**config.mk**
```make
export PLATFORM = sky130hd
export DESIGN_NAME = result_frame_packer
export DESIGN_NICKNAME = d
export VERILOG_FILES = /design/src/rtl/result_frame_packer_pkg.sv /design/src/rtl/result_frame_packer_timeout.sv /design/src/rtl/result_frame_packer.sv
export SDC_FILE = /design/constraint.sdc
export NUM_CORES = 1
export LEC_CHECK = 0
export ABC_CLOCK_PERIOD_IN_PS = 4000
export BUFFER_PORTS_ARGS = -buffer_cell sky130_fd_sc_hd__buf_2
export CAP_MARGIN = 0
export CORE_ASPECT_RATIO = 1.25
export CORE_UTILIZATION = 55
export CTS_CLUSTER_DIAMETER = 30
export DETAILED_ROUTE_END_ITERATION = 16
export PLACE_DENSITY_LB_ADDON = 0.12
export SLEW_MARGIN = 20
export SYNTH_ARGS = -nofsm -noshare
export SYNTH_HDL_FRONTEND = slang
export SYNTH_SLANG_ARGS = --single-unit
```
**constraint.sdc**
```tcl
create_clock -name clk -period 4 [get_ports clk]
set_clock_uncertainty 0.15 [all_clocks]
set_input_delay 0 -clock clk [delete_from_list [all_inputs] [get_ports clk]]
set_output_delay 0 -clock clk [all_outputs]
set_load 0.01 [all_outputs]
```
**src/rtl/result_frame_packer_pkg.sv**
```systemverilog
// Shared constants, length derivation and state encoding for the
// result frame packer; the controller uses the same formulas.
package result_frame_packer_pkg;

  localparam logic [7:0] DEF_SYNC_BYTE = 8'hA5;

  typedef enum logic [2:0] {
    ST_IDLE,
    ST_SYNC,
    ST_LEN_HI,
    ST_LEN_LO,
    ST_SEQ,
    ST_PAYLOAD,
    ST_PAD,
    ST_CSUM
  } pack_state_e;

  // Correction bits produced per measurement round.
  function automatic int correction_count_per_round(
    input int x,
    input int z
  );
    return 2 * (x - 1) * z + 1 + x * z;
  endfunction

  // Iteration byte, two cycle bytes, then packed corrections per round.
  function automatic logic [15:0] payload_bytes(
    input int x,
    input int z,
    input int u
  );
    int c;
    int n;
    c = correction_count_per_round(x, z);
    n = 3 + ((c + 7) >>> 3) * u;
    return n[15:0];
  endfunction

endpackage

```
**src/rtl/result_frame_packer_timeout.sv**
```systemverilog
// Idle-cycle counter: counts while inc is high, saturates at LIMIT.
// Ports: clk, reset, clear, inc; expired is high once LIMIT is reached.
module frame_timeout_counter #(
  parameter int LIMIT = 1024
) (
  input  logic clk,
  input  logic reset,
  input  logic clear,
  input  logic inc,
  output logic expired
);

  localparam int W = (LIMIT > 0) ? $clog2(LIMIT + 1) : 1;
  localparam logic [W-1:0] LIM = W'(LIMIT);

  logic [W-1:0] cnt_q;
  logic [W-1:0] cnt_d;

  always_comb begin
    cnt_d = cnt_q;
    if (clear) begin
      cnt_d = '0;
    end else if (inc && (cnt_q != LIM)) begin
      cnt_d = cnt_q + 1'b1;
    end
  end

  always_ff @(posedge clk or posedge reset) begin
    if (reset) begin
      cnt_q <= '0;
    end else begin
      cnt_q <= cnt_d;
    end
  end

  // A zero limit disables expiry entirely.
  assign expired = (LIMIT > 0) && (cnt_q == LIM);

endmodule

```
**src/rtl/result_frame_packer.sv**
```systemverilog
// Wraps each decode result in a host-link frame:
// sync, 16-bit length, seq, payload, XOR checksum.
// Ports: in_* byte stream from controller (valid/ready),
// out_* framed bytes to host (valid/ready), frame_count, abort_pulse.
module result_frame_packer
  import result_frame_packer_pkg::*;
#(
  parameter int         GRID_WIDTH_X   = 4,
  parameter int         GRID_WIDTH_Z   = 1,
  parameter int         GRID_WIDTH_U   = 3,
  parameter logic [7:0] SYNC_BYTE      = DEF_SYNC_BYTE,
  parameter int         TIMEOUT_CYCLES = 1024
) (
  input  logic        clk,
  input  logic        reset,
  input  logic [7:0]  in_data,
  input  logic        in_valid,
  output logic        in_ready,
  output logic [7:0]  out_data,
  output logic        out_valid,
  input  logic        out_ready,
  output logic [15:0] frame_count,
  output logic        abort_pulse
);

  localparam logic [15:0] PLEN =
    payload_bytes(GRID_WIDTH_X, GRID_WIDTH_Z, GRID_WIDTH_U);
  localparam logic [15:0] PLAST = PLEN - 16'd1;

  pack_state_e state_q, state_d;
  logic [7:0]  seq_q, seq_d;
  logic [15:0] fc_q, fc_d;
  logic [7:0]  csum_q, csum_d;
  logic [15:0] bcnt_q, bcnt_d;
  logic        abort_q, abort_d;

  logic in_payload;
  logic to_clear;
  logic to_inc;
  logic to_expired;

  assign in_payload = (state_q == ST_PAYLOAD);
  // Any present byte restarts the idle count, even when stalled.
  assign to_clear   = !in_payload || in_valid;
  assign to_inc     = in_payload && !in_valid;

  frame_timeout_counter #(
    .LIMIT(TIMEOUT_CYCLES)
  ) u_timeout (
    .clk    (clk),
    .reset  (reset),
    .clear  (to_clear),
    .inc    (to_inc),
    .expired(to_expired)
  );

  always_comb begin
    state_d     = state_q;
    seq_d       = seq_q;
    fc_d        = fc_q;
    csum_d      = csum_q;
    bcnt_d      = bcnt_q;
    abort_d     = abort_q;
    in_ready    = 1'b0;
    out_valid   = 1'b0;
    out_data    = 8'h00;
    abort_pulse = 1'b0;
    unique case (state_q)
      ST_IDLE: begin
        if (in_valid) state_d = ST_SYNC;
      end
      ST_SYNC: begin
        out_valid = 1'b1;
        out_data  = SYNC_BYTE;
        if (out_ready) state_d = ST_LEN_HI;
      end
      ST_LEN_HI: begin
        out_valid = 1'b1;
        out_data  = PLEN[15:8];
        if (out_ready) state_d = ST_LEN_LO;
      end
      ST_LEN_LO: begin
        out_valid = 1'b1;
        out_data  = PLEN[7:0];
        if (out_ready) state_d = ST_SEQ;
      end
      ST_SEQ: begin
        out_valid = 1'b1;
        out_data  = seq_q;
        if (out_ready) begin
          state_d = ST_PAYLOAD;
          csum_d  = PLEN[15:8] ^ PLEN[7:0] ^ seq_q;
          bcnt_d  = '0;
          abort_d = 1'b0;
        end
      end
      ST_PAYLOAD: begin
        out_valid = in_valid;
        out_data  = in_data;
        in_ready  = out_ready;
        if (in_valid && out_ready) begin
          csum_d = csum_q ^ in_data;
          bcnt_d = bcnt_q + 16'd1;
          if (bcnt_q == PLAST) state_d = ST_CSUM;
        end else if (to_expired && !in_valid) begin
          state_d = ST_PAD;
          abort_d = 1'b1;
        end
      end
      ST_PAD: begin
        out_valid = 1'b1;
        if (out_ready) begin
          bcnt_d = bcnt_q + 16'd1;
          if (bcnt_q == PLAST) state_d = ST_CSUM;
        end
      end
      ST_CSUM: begin
        out_valid = 1'b1;
        // Inverted checksum tells the host to drop an aborted frame.
        out_data  = abort_q ? ~csum_q : csum_q;
        if (out_ready) begin
          seq_d       = seq_q + 8'd1;
          fc_d        = fc_q + 16'd1;
          abort_pulse = abort_q;
          state_d     = ST_IDLE;
        end
      end
      default: state_d = ST_IDLE;
    endcase
  end

  always_ff @(posedge clk or posedge reset) begin
    if (reset) begin
      state_q <= ST_IDLE;
      seq_q   <= '0;
      fc_q    <= '0;
      csum_q  <= '0;
      bcnt_q  <= '0;
      abort_q <= 1'b0;
    end else begin
      state_q <= state_d;
      seq_q   <= seq_d;
      fc_q    <= fc_d;
      csum_q  <= csum_d;
      bcnt_q  <= bcnt_d;
      abort_q <= abort_d;
    end
  end

  assign frame_count = fc_q;

endmodule

```
==> results of run 1 <==
[layer usage]
layer  share of wire  vias to the layer above
li1                -                     1445
met1            0.45                     1413
met2            0.50                       58
met3           0.039                        5
met4          0.0090                        0
met5               0                        -
[state kept, by name, summed over array words and instances, names as in the netlist]
| signal | count |
|---|---|
| abort_q | 1 |
| bcnt_q | 16 |
| csum_q | 8 |
| frame_count | 16 |
| seq_q | 8 |
| state_q | 3 |
| u_timeout.cnt_q | 11 |
[path summary, 6_finish.rpt]
check	startpoint	end	cells past startpoint
max in group asynchronous	reset	csum_q[3]	4
hold reg to reg	frame_count[15]	frame_count[15]	1
setup / recovery	state_q[2]	bcnt_q[6]	4
min in group clk	frame_count[15]	frame_count[15]	1
hold / removal	reset	frame_count[15]	3
setup reg to reg	state_q[2]	bcnt_q[6]	4
[timing repair]
action | in CTS | in global routing
endpoints found under the hold margin | 50 | 0
endpoints found under the setup margin | 0 | 0
hold buffers | 11 | 0
[stage by stage]
stage | area (sq um) | power (uW) | hold slack [ns] | setup slack [ns] | instances
floorplan | 3531 | 1491 | 0.02539 | 2.076 | 375
global placement | 3760 | 1670 | 0.07024 | 1.648 | 482
detailed placement | 3760 | 1694 | 0.08404 | 1.564 | 482
CTS | 4065 | 2243 | 0.2634 | 1.550 | 509
global route | 4065 | 2400 | 0.3222 | 1.338 | 509
finish | 4065 | 2230 | 0.2281 | 1.506 | 509
[synth_stat cells (6+ instances only)]
library cell and count:
a211oi_1 6, xor2_1 13, nand2_1 26, clkbuf_1 12, nor2b_1 7, nor2_1 24
nand3_1 20, nand4_1 19, ha_1 6, a21oi_1 24, nand2b_1 7, inv_1 7
xnor2_1 27, dfrtp_1 63, o21ai_0 30, and3_1 10
[cell usage in the layout (no fill, tap or decap), types with 7 or more instances in the layout]
cell type      instances
a21oi_1               24
and3_1                10
buf_2                 38
clkbuf_8              13
dfrtp_1               63
dlygate4sd3_1         11
nand2_1               26
nand2b_1               7
nand3_1               20
nand4_1               19
nor2_1                24
nor2b_1                7
o21ai_0               30
xnor2_1               27
xor2_1                13
[report_power, final]
part	internal (uW)	switching, uW	total, uW
clock network	292	241	534
logic	335	390	725
registers	753	218	971
[layout make-up]
class / instances / area (sq um)
clock inverters: 2 / 12.51
repair buffers: 51 / 315.3
multi-input cells: 287 / 1846
clock buffers: 14 / 182.7
flip-flops and latches: 63 / 1577
inverters: 7 / 26.28
well taps: 85 / 106.4
fillers: 555 / 2101
[logic make-up (layout without fill, tap and decap cells)]
family	Yosys count	count (layout)	synth area share
adders and majority gates	6	6	0.02126
DFF	63	63	0.4465
xor gates and xnor gates	40	40	0.09922
muxes	7	7	0.02091
and+or+nand+nor	147	147	0.2289
AOI/OAI and AO/OA	87	87	0.1524
buffers and inverters	25	74	0.03083
[tightest hold or removal path, cell delays in order]
cell           delay (ns)
dlygate4sd3_1        0.53
buf_2                0.12
inv_2                0.60
==> qor.txt, run 1 <==
GR peak layer = met2
Finished Core Util = 0.6593
max cap viols = 0
fmax = 401.0 MHz
GRT overflow = 0
synthesized area per cell = 9.416 sq um
WL/cell = 15.22 um
WP data arrival = 2.61 ns
worst path bufs/invs = 0
remaining antenna violation count = 0
CP Cell Sequence = nand2_1, a21o_1, or4_1, a21oi_1
DIE HEIGHT = 91.58 um
Hold Path Class = primary input to asynchronous set/reset pin
# clock sinks = 63
Net Count, Synth = 393
Num CTS Buffers = 9
core area = 0.006166 sq mm
Post-CTS Setup Inserts = 0
nets = 437
Synth area leader = dfrtp_1
first-pass GRT wire length = 13.22 mm
Critical Path End Type = flip-flop
synth unique cells = 50
Post-Route WL = 7.749 mm
CP max FO = 24
grt met1 use = 0.3488
Worst-Skew Late Latency = 0.33 ns
max_slew headroom = 0.4366
clock-pin slew on the worst setup and hold paths = 0.07 ns
final worst path period share = 0.6235
Synth top area share = 0.4465
CTS tree = built
LEAKAGE = 0.001756 uW
drt first pass iters = 4
met2 Use GR = 0.3960
Starting Density = 0.5726
VDD IR max = 0.3971 mV
layout cell share with drive strength beyond 1 = 0.1462
initial antenna violation count = 0
Gate Count Post-Synth = 375
first-iteration detailed-routing DRC count = 142
Clock Root Buffer = clkbuf_8
Inserted Diodes = 0
count of final hold-check violations = 0
Area contributors post-synth = dfrtp_1 45%, xnor2_1 6.7%, o21ai_0 4.3%
clk buf depth = 2
slew of the pin with the lowest slew margin = 0.8438 ns
reg-to-reg setup timing slack = 1.51 ns
outcome = finished, final reports clean
port buffer count = 38
largest net degree at the start of global routing = 42
sequential share of the synthesized area = 0.4465
placement row count = 32
setup TNS = 0 ns
Post-synth EDFFs = 0
count of final setup violators = 0
Die ar. = 0.006746 sq mm
DRC = 0
WS Path Type = flip-flop to flip-flop
Layout area overhead = 15.13%
Pwr Density = 548.5 mW/mm^2
Via-to-Cell Ratio = 5.739
#FFs+latches synth = 63
RSZ-0062 raised after global routing = false
I/O pin cnt = 39
number of global-route vias before repair = 2794
Crit path required time = 4.11 ns
Final HPWL DP = 5.263 mm
startpoint types = flip-flop
family with the most delay on the worst path = simple AND/OR/NAND/NOR gates
Post-synth ARST share = 1.000
post-cts resize count = 0
die width = 73.67 um
Placer Congestion = 0.8173
Synth warnings = 0
CP max stage delay = 0.72 ns
Period minus WS final = 2.494 ns
GR Layer Usage met3 = 0.03441
Pins Over Slew Limit = 0
crit path max-delay cell type = dfrtp_1
Total Routing Usage GR = 0.2546
total number of vias = 2921
H-tree depth = 3
prevailing post-synth register cell = dfrtp_1
Synth Cell Area = 0.003531 sq mm
Note: power is estimated with default switching activity, not from simulation.
==> run 2, diff against run 1 <==
ABC_AREA = 1   (was unset)
ABC_CLOCK_PERIOD_IN_PS = 2600   (was 4000)
clock period = 2.6 ns   (was 4 ns; I/O delays follow)
==> run 2 against run 1 <==
Setup slack worse by 1.0 ns. Sequential power is 52% higher. Power is 77% higher. Largest cell class unchanged. Largest power group unchanged. Highest routed layer unchanged.
==> qor.txt, run 2 <==
commonest non-fill, non-tap cell in the layout = nand2_1
H-tree depth = 3 (unchanged)
post-cts resize count = 0 (unchanged)
Die ar. = 0.007569 sq mm (+12%)
startpoint types = flip-flop
DIE HEIGHT = 97.02 um (+5.9%)
most frequent cells in the layout = 158 x nand2_1, 63 x dfrtp_1, 56 x inv_1
final worst path period share = 0.8219
Post-synth EDFFs = 0 (unchanged)
Area contributors post-synth = dfrtp_1 40%, nand2_1 15%, nand3_1 5.4%
Gate Count Post-Synth = 537 (+43%)
CP max stage delay = 0.44 ns (-0.28 ns)
GRT overflow = 0 (unchanged)
outcome = finished, final reports clean
die width = 78.02 um (+5.9%)
clock-pin slew on the worst setup and hold paths = 0.08 ns (about the same)
setup TNS = 0 ns (unchanged)
largest net degree at the start of global routing = 37 (-12%)
crit path max-delay cell type = dfrtp_1
initial antenna violation count = 0 (unchanged)
fmax = 468.0 MHz
Synth warnings = 0 (unchanged)
Num CTS Buffers = 9 (unchanged)
Placer Congestion = 0.8507 (+4.1%)
Starting Density = 0.5694 (-0.003241)
CTS tree = built
prevailing post-synth register cell = dfrtp_1
drt first pass iters = 4 (unchanged)
LEAKAGE = 0.002222 uW (+27%)
RSZ-0062 raised after global routing = false
first-pass GRT wire length = 15.99 mm (+21%)
Post-Route WL = 9.252 mm (+19%)
WS Path Type = flip-flop to output pin
# clock sinks = 63 (unchanged)
max_slew headroom = 0.5870 (+0.1504)
count of final hold-check violations = 0 (unchanged)
I/O pin cnt = 39 (unchanged)
layout cell share with drive strength beyond 1 = 0.1371 (-0.009103)
most frequent cell after synthesis = nand2_1
DRC = 0 (unchanged)
Total Routing Usage GR = 0.2667 (+0.01208)
final design area excluding fillers = 0.004611 sq mm (+13%)
Placement Cell Area = 0.004255 sq mm (+13%)
Final HPWL DP = 6.836 mm (+30%)
Layout area overhead = 16.06%
first-iteration detailed-routing DRC count = 188 (+32%)
Net Count, Synth = 555 (+41%)
nets = 611 (+40%)
count of final setup violators = 0 (unchanged)
WP data arrival = 1.99 ns (-0.62 ns)
Synth top area share = 0.3969 (-0.04964)
Synth Cell Area = 0.003973 sq mm (+13%)
crit-path most repeated cell = inv_2
VDD IR max = 0.6244 mV (+57%)
core area = 0.006977 sq mm (+13%)
synthesized area per cell = 7.398 sq um (-21%)
max cap viols = 0 (unchanged)
port buffer count = 38 (unchanged)
CP Cell Sequence = inv_2, nor2_4, nand2_2, inv_2, a22oi_1, nand3_1, buf_2
Clock Root Buffer = clkbuf_8
synth cell count leaders = 158 x nand2_1, 63 x dfrtp_1, 57 x inv_1
Hold Path Class = primary input to asynchronous set/reset pin
WL/cell = 13.45 um (-12%)
total number of vias = 3656 (+25%)
Pwr Density = 855.1 mW/mm^2 (+56%)
sequential share of the synthesized area = 0.3969 (-0.04964)
placement row count = 34 (+6.3%)
Period minus WS final = 2.137 ns
Via-to-Cell Ratio = 5.314 (-7.4%)
slew of the pin with the lowest slew margin = 0.6186 ns (-0.2252 ns)
Worst-Skew Late Latency = 0.34 ns (about the same)
Crit path required time = 2.45 ns (-1.66 ns)
Critical Path End Type = output pin
number of global-route vias before repair = 3595 (+29%)
#FFs+latches synth = 63 (unchanged)
synth unique cells = 38 (-24%)
CP max FO = 20 (-17%)
clk buf depth = 2 (unchanged)
Pins Over Slew Limit = 0 (unchanged)
Synth area leader = dfrtp_1
Post-synth ARST share = 1.000 (unchanged)
Inserted Diodes = 0 (unchanged)
path depth of the worst reg2reg path = 9 (+5)
remaining antenna violation count = 0 (unchanged)
run 2: cell count changes after synthesis, sizes merged, moves of 6 or more:
cell	before	now
nor2b	7	1
xnor2	27	17
nor3	4	14
nor2	24	66
nand2b	8	0
a21oi	24	11
xor2	13	22
o21ai	30	23
inv	7	60
nand3	20	45
and3	10	2
nand2	26	163
a211oi	6	0
clkbuf	12	1
run 2: area by class of cell:
type                       count  area (sq um)
tap                           90         112.6
sequential                    63          1577
fill                         630          2366
timing repair buffer          52         335.3
inverter                      62         234.0
multi-input combinational    405          2107
clock inverter                 7         121.4
clock buffer                   9         123.9
run 2: kinds of logic after synthesis:
kind of cell | count (synthesis) | share of synthesized area
flip-flops | 63 | 0.3968
adder cells (fa/ha/maj) | 6 | 0.01890
AO/OA/AOI/OAI | 52 | 0.07527
XOR/XNOR | 39 | 0.08598
buffers and inverters | 69 | 0.07275
AND/OR/NAND/NOR | 308 | 0.3502
run 2: stage by stage:
stage | hold WS (ns) | utilization | total power (uW) | worst slack (ns) | instances
floorplan | -0.06287 | - | 2471 | 0.8803 | 537
global placement | -0.03593 | 0.6099 | 2845 | 0.7116 | 661
detailed placement | -0.03859 | 0.6099 | 2881 | 0.6103 | 661
CTS | 0.1388 | 0.6609 | 3955 | 0.4757 | 688
global route | 0.1948 | 0.6609 | 4219 | 0.2962 | 688
finish | 0.1318 | 0.6609 | 3943 | 0.4631 | 688
run 2: routing by layer:
metal | global-route usage | wire (um)
met5 | 0 | 0
met1 | 0.3299 | 3990
met4 | 0.1339 | 266
met3 | 0.04057 | 328
met2 | 0.4486 | 4666
run 2: timing repair:
action,4_1_cts,5_1_grt
hold endpoints to repair,52,0
buffers inserted,0,0
hold buffers,11,0
run 2: path summary, 6_finish.rpt:
check	slack [ns]	endpoint	from
worst max-delay path	0.46	out_data[5]	state_q[0]
worst min-delay path	0.13	u_timeout.cnt_q[0]	reset
worst max register to register	0.56	bcnt_q[4]	state_q[0]
worst min register to register	0.36	bcnt_q[15]	bcnt_q[15]
max in group asynchronous	1.56	csum_q[4]	reset
min in group clk	0.36	bcnt_q[15]	bcnt_q[15]
run 2: where the power goes:
group	internal (uW)	switching (uW)	leakage (uW)	total, uW
clock	640	408	0.000123	1050
combinational	534	881	0.00126	1410
sequential	1180	297	0.000836	1480
run 2: critical path, delay by kind of cell, from the launching register on:
kind,cells,cell delay [ns]
simple gates,3,0.52
buf+inv,3,0.48
flops,1,0.44
compound gates,1,0.19
==> run 3, diff against run 2 <==
ABC_CLOCK_PERIOD_IN_PS = 2090   (was 2600)
clock period = 2.09 ns   (was 2.6 ns; I/O delays follow)
==> run 3 against run 2 <==
Clock power increased by 25%. Sequential power up 24%. Sequential cell count unchanged. Register-to-register slack worse by 0.33 ns. Final area up 0.49%. Critical path depth is the same. Power rose by 25%. Largest cell class unchanged. Highest routed layer unchanged.
==> qor.txt, run 3 (synthesis results as in run 2) <==
Inserted Diodes = 0 (unchanged)
max cap viols = 0 (unchanged)
total number of vias = 3674 (+0.49%)
R2R Path End = frame_count[6]
VDD IR max = 0.7249 mV (+16%)
Hold Path Class = primary input to asynchronous set/reset pin
CTS tree = built
WP data arrival = 1.78 ns (-0.21 ns)
startpoint types = flip-flop
layout cell share with drive strength beyond 1 = 0.1414 (+0.004307)
Power Internal = 2948 uW (+25%)
Via-to-Cell Ratio = 5.317 (about the same)
Final HPWL DP = 6.813 mm (-0.34%)
WL/cell = 13.36 um (-0.67%)
first-pass GRT wire length = 15.89 mm (-0.65%)
Post-Route WL = 9.230 mm (-0.24%)
count of final setup violators = 0 (unchanged)
part of the power in registers = 0.374 (about the same)
count of final hold-check violations = 0 (unchanged)
RSZ-0062 raised after global routing = false
crit path max-delay cell type = dfrtp_1
Num CTS Buffers = 9 (unchanged)
reg2reg start = state_q[2]
Die ar. = 0.007569 sq mm (unchanged)
clock-pin slew on the worst setup and hold paths = 0.08 ns (about the same)
# fillers = 620 (-1.6%)
stages on the worst setup path = 7 (unchanged)
Pwr Density = 1060 mW/mm^2 (+24%)
WS Path Type = flip-flop to output pin
max_slew headroom = 0.6357 (+0.04871)
largest net degree at the start of global routing = 64 (+73%)
DRC = 0 (unchanged)
Placer Congestion = 0.9137 (+7.4%)
port buffer count = 38 (unchanged)
first-iteration detailed-routing DRC count = 163 (-13%)
Combinational Power Share = 0.359 (about the same)
I/O pin cnt = 39 (unchanged)
outcome = finished, final reports clean
post-cts resize count = 0 (unchanged)
die width = 78.02 um (unchanged)
nets = 614 (+0.49%)
Starting Density = 0.5694 (unchanged)
core area = 0.006977 sq mm (unchanged)
DIE HEIGHT = 97.02 um (unchanged)
final worst path period share = 0.9227
initial antenna violation count = 0 (unchanged)
CP Cell Sequence = inv_2, nor2_4, nand2_2, inv_2, a22oi_1, nand3_1, buf_2
family with the most delay on the worst path = flip-flops
Crit path required time = 1.94 ns (-0.51 ns)
slew of the pin with the lowest slew margin = 0.5423 ns (-0.07634 ns)
reg-to-reg setup timing slack = 0.23 ns (-0.33 ns)
placement row count = 34 (unchanged)
# clock sinks = 63 (unchanged)
path depth of the worst reg2reg path = 7 (-2)
worst hold slack = 0.1094 ns (-0.02235 ns)
most frequent cells in the layout = 158 x nand2_1, 63 x dfrtp_1, 56 x inv_1
number of global-route vias before repair = 3549 (-1.3%)
Critical Path End Type = output pin
crit-path most repeated cell = inv_2
Psw = 1965 uW (+24%)
clock share of power = 0.267 (about the same)
GRT overflow = 0 (unchanged)
CTS Hold Buffers Added = 11 (unchanged)
setup TNS = 0 ns (unchanged)
Period minus WS final = 1.928 ns
commonest non-fill, non-tap cell in the layout = nand2_1
multi-input logic area = 0.002107 sq mm (unchanged)
Reg area = 0.001577 sq mm (unchanged)
Worst-Skew Late Latency = 0.35 ns (about the same)
clk buf depth = 2 (unchanged)
Critical path destination = out_data[5]
CP max FO = 8 (-60%)
H-tree depth = 3 (unchanged)
remaining antenna violation count = 0 (unchanged)
worst path bufs/invs = 3 (unchanged)
CP max stage delay = 0.45 ns (about the same)
Sw Share = 0.4000 (-0.002256)
Pins Over Slew Limit = 0 (unchanged)
Post-CTS Setup Inserts = 0 (unchanged)
drt first pass iters = 5 (+1)
Total Routing Usage GR = 0.2669 (about the same)
fmax = 518.6 MHz
LEAKAGE = 0.002225 uW (+0.15%)
Layout area overhead = 16.63%
CP startpoint = state_q[0]
Clock Root Buffer = clkbuf_8
## run 3: cell types whose count changed in the layout (fill, tap and decap cells not counted), sizes merged
cell      before  now
clkinv         6    3
buf           41   44
clkinvlp       0    3
## run 3: routing by layer
| layer | global-route usage | up-vias | wire, um |
|---|---|---|---|
| li1 | - | 1843 | - |
| met1 | 0.3256 | 1721 | 4036 |
| met3 | 0.04811 | 19 | 335 |
| met2 | 0.4615 | 91 | 4647 |
| met4 | 0.1068 | 0 | 211 |
| met5 | 0 | - | 0 |
## run 3: final cells by class
class                           instances  share of cell area
Clock buffer                            9             0.02674
Inverter                               62             0.05050
Multi-Input combinational cell        405              0.4548
Tap cell                               90             0.02430
Sequential cell                        63              0.3403
Clock inverter                          7             0.02619
Timing Repair Buffer                   55             0.07723
## run 3: power by group through the flow
stage / registers (uW) / logic [uW] / clock network (uW)
after floorplan: 1750 / 1320 / 0
after global placement: 1850 / 1710 / 0
after detailed placement: 1850 / 1750 / 0
after CTS: 1830 / 1770 / 1320
after global routing: 1880 / 1990 / 1380
final: 1840 / 1760 / 1310
## run 3: worst min-delay path by stage
stage	endpoint	cells past startpoint	from	slack, ns
after floorplan	in_ready	2	out_ready	-0.06
after global placement	u_timeout.cnt_q[2]	3	reset	-0.06
after global routing	u_timeout.cnt_q[0]	4	reset	0.14
final	u_timeout.cnt_q[0]	4	reset	0.11
after CTS	u_timeout.cnt_q[2]	4	reset	0.12
after detailed placement	u_timeout.cnt_q[2]	3	reset	-0.05
## run 3: tightest hold or removal path: stages
cell and delay, ns:
dlygate4sd3_1 0.53, buf_2 0.12, inv_2 0.06, buf_12 0.30
## run 3: stage by stage
stage | utilization | instance area (sq um) | std cells | setup WS [ns] | total power [uW]
2_1_floorplan | - | 3973 | 537 | 0.3703 | 3074
3_3_place_gp | 0.6132 | 4278 | 664 | 0.2920 | 3559
3_5_place_dp | 0.6132 | 4278 | 664 | 0.2269 | 3600
4_1_cts | 0.6641 | 4633 | 691 | 0.1826 | 4923
5_1_grt | 0.6641 | 4633 | 691 | 0.04937 | 5248
6_report | 0.6641 | 4633 | 691 | 0.1617 | 4913
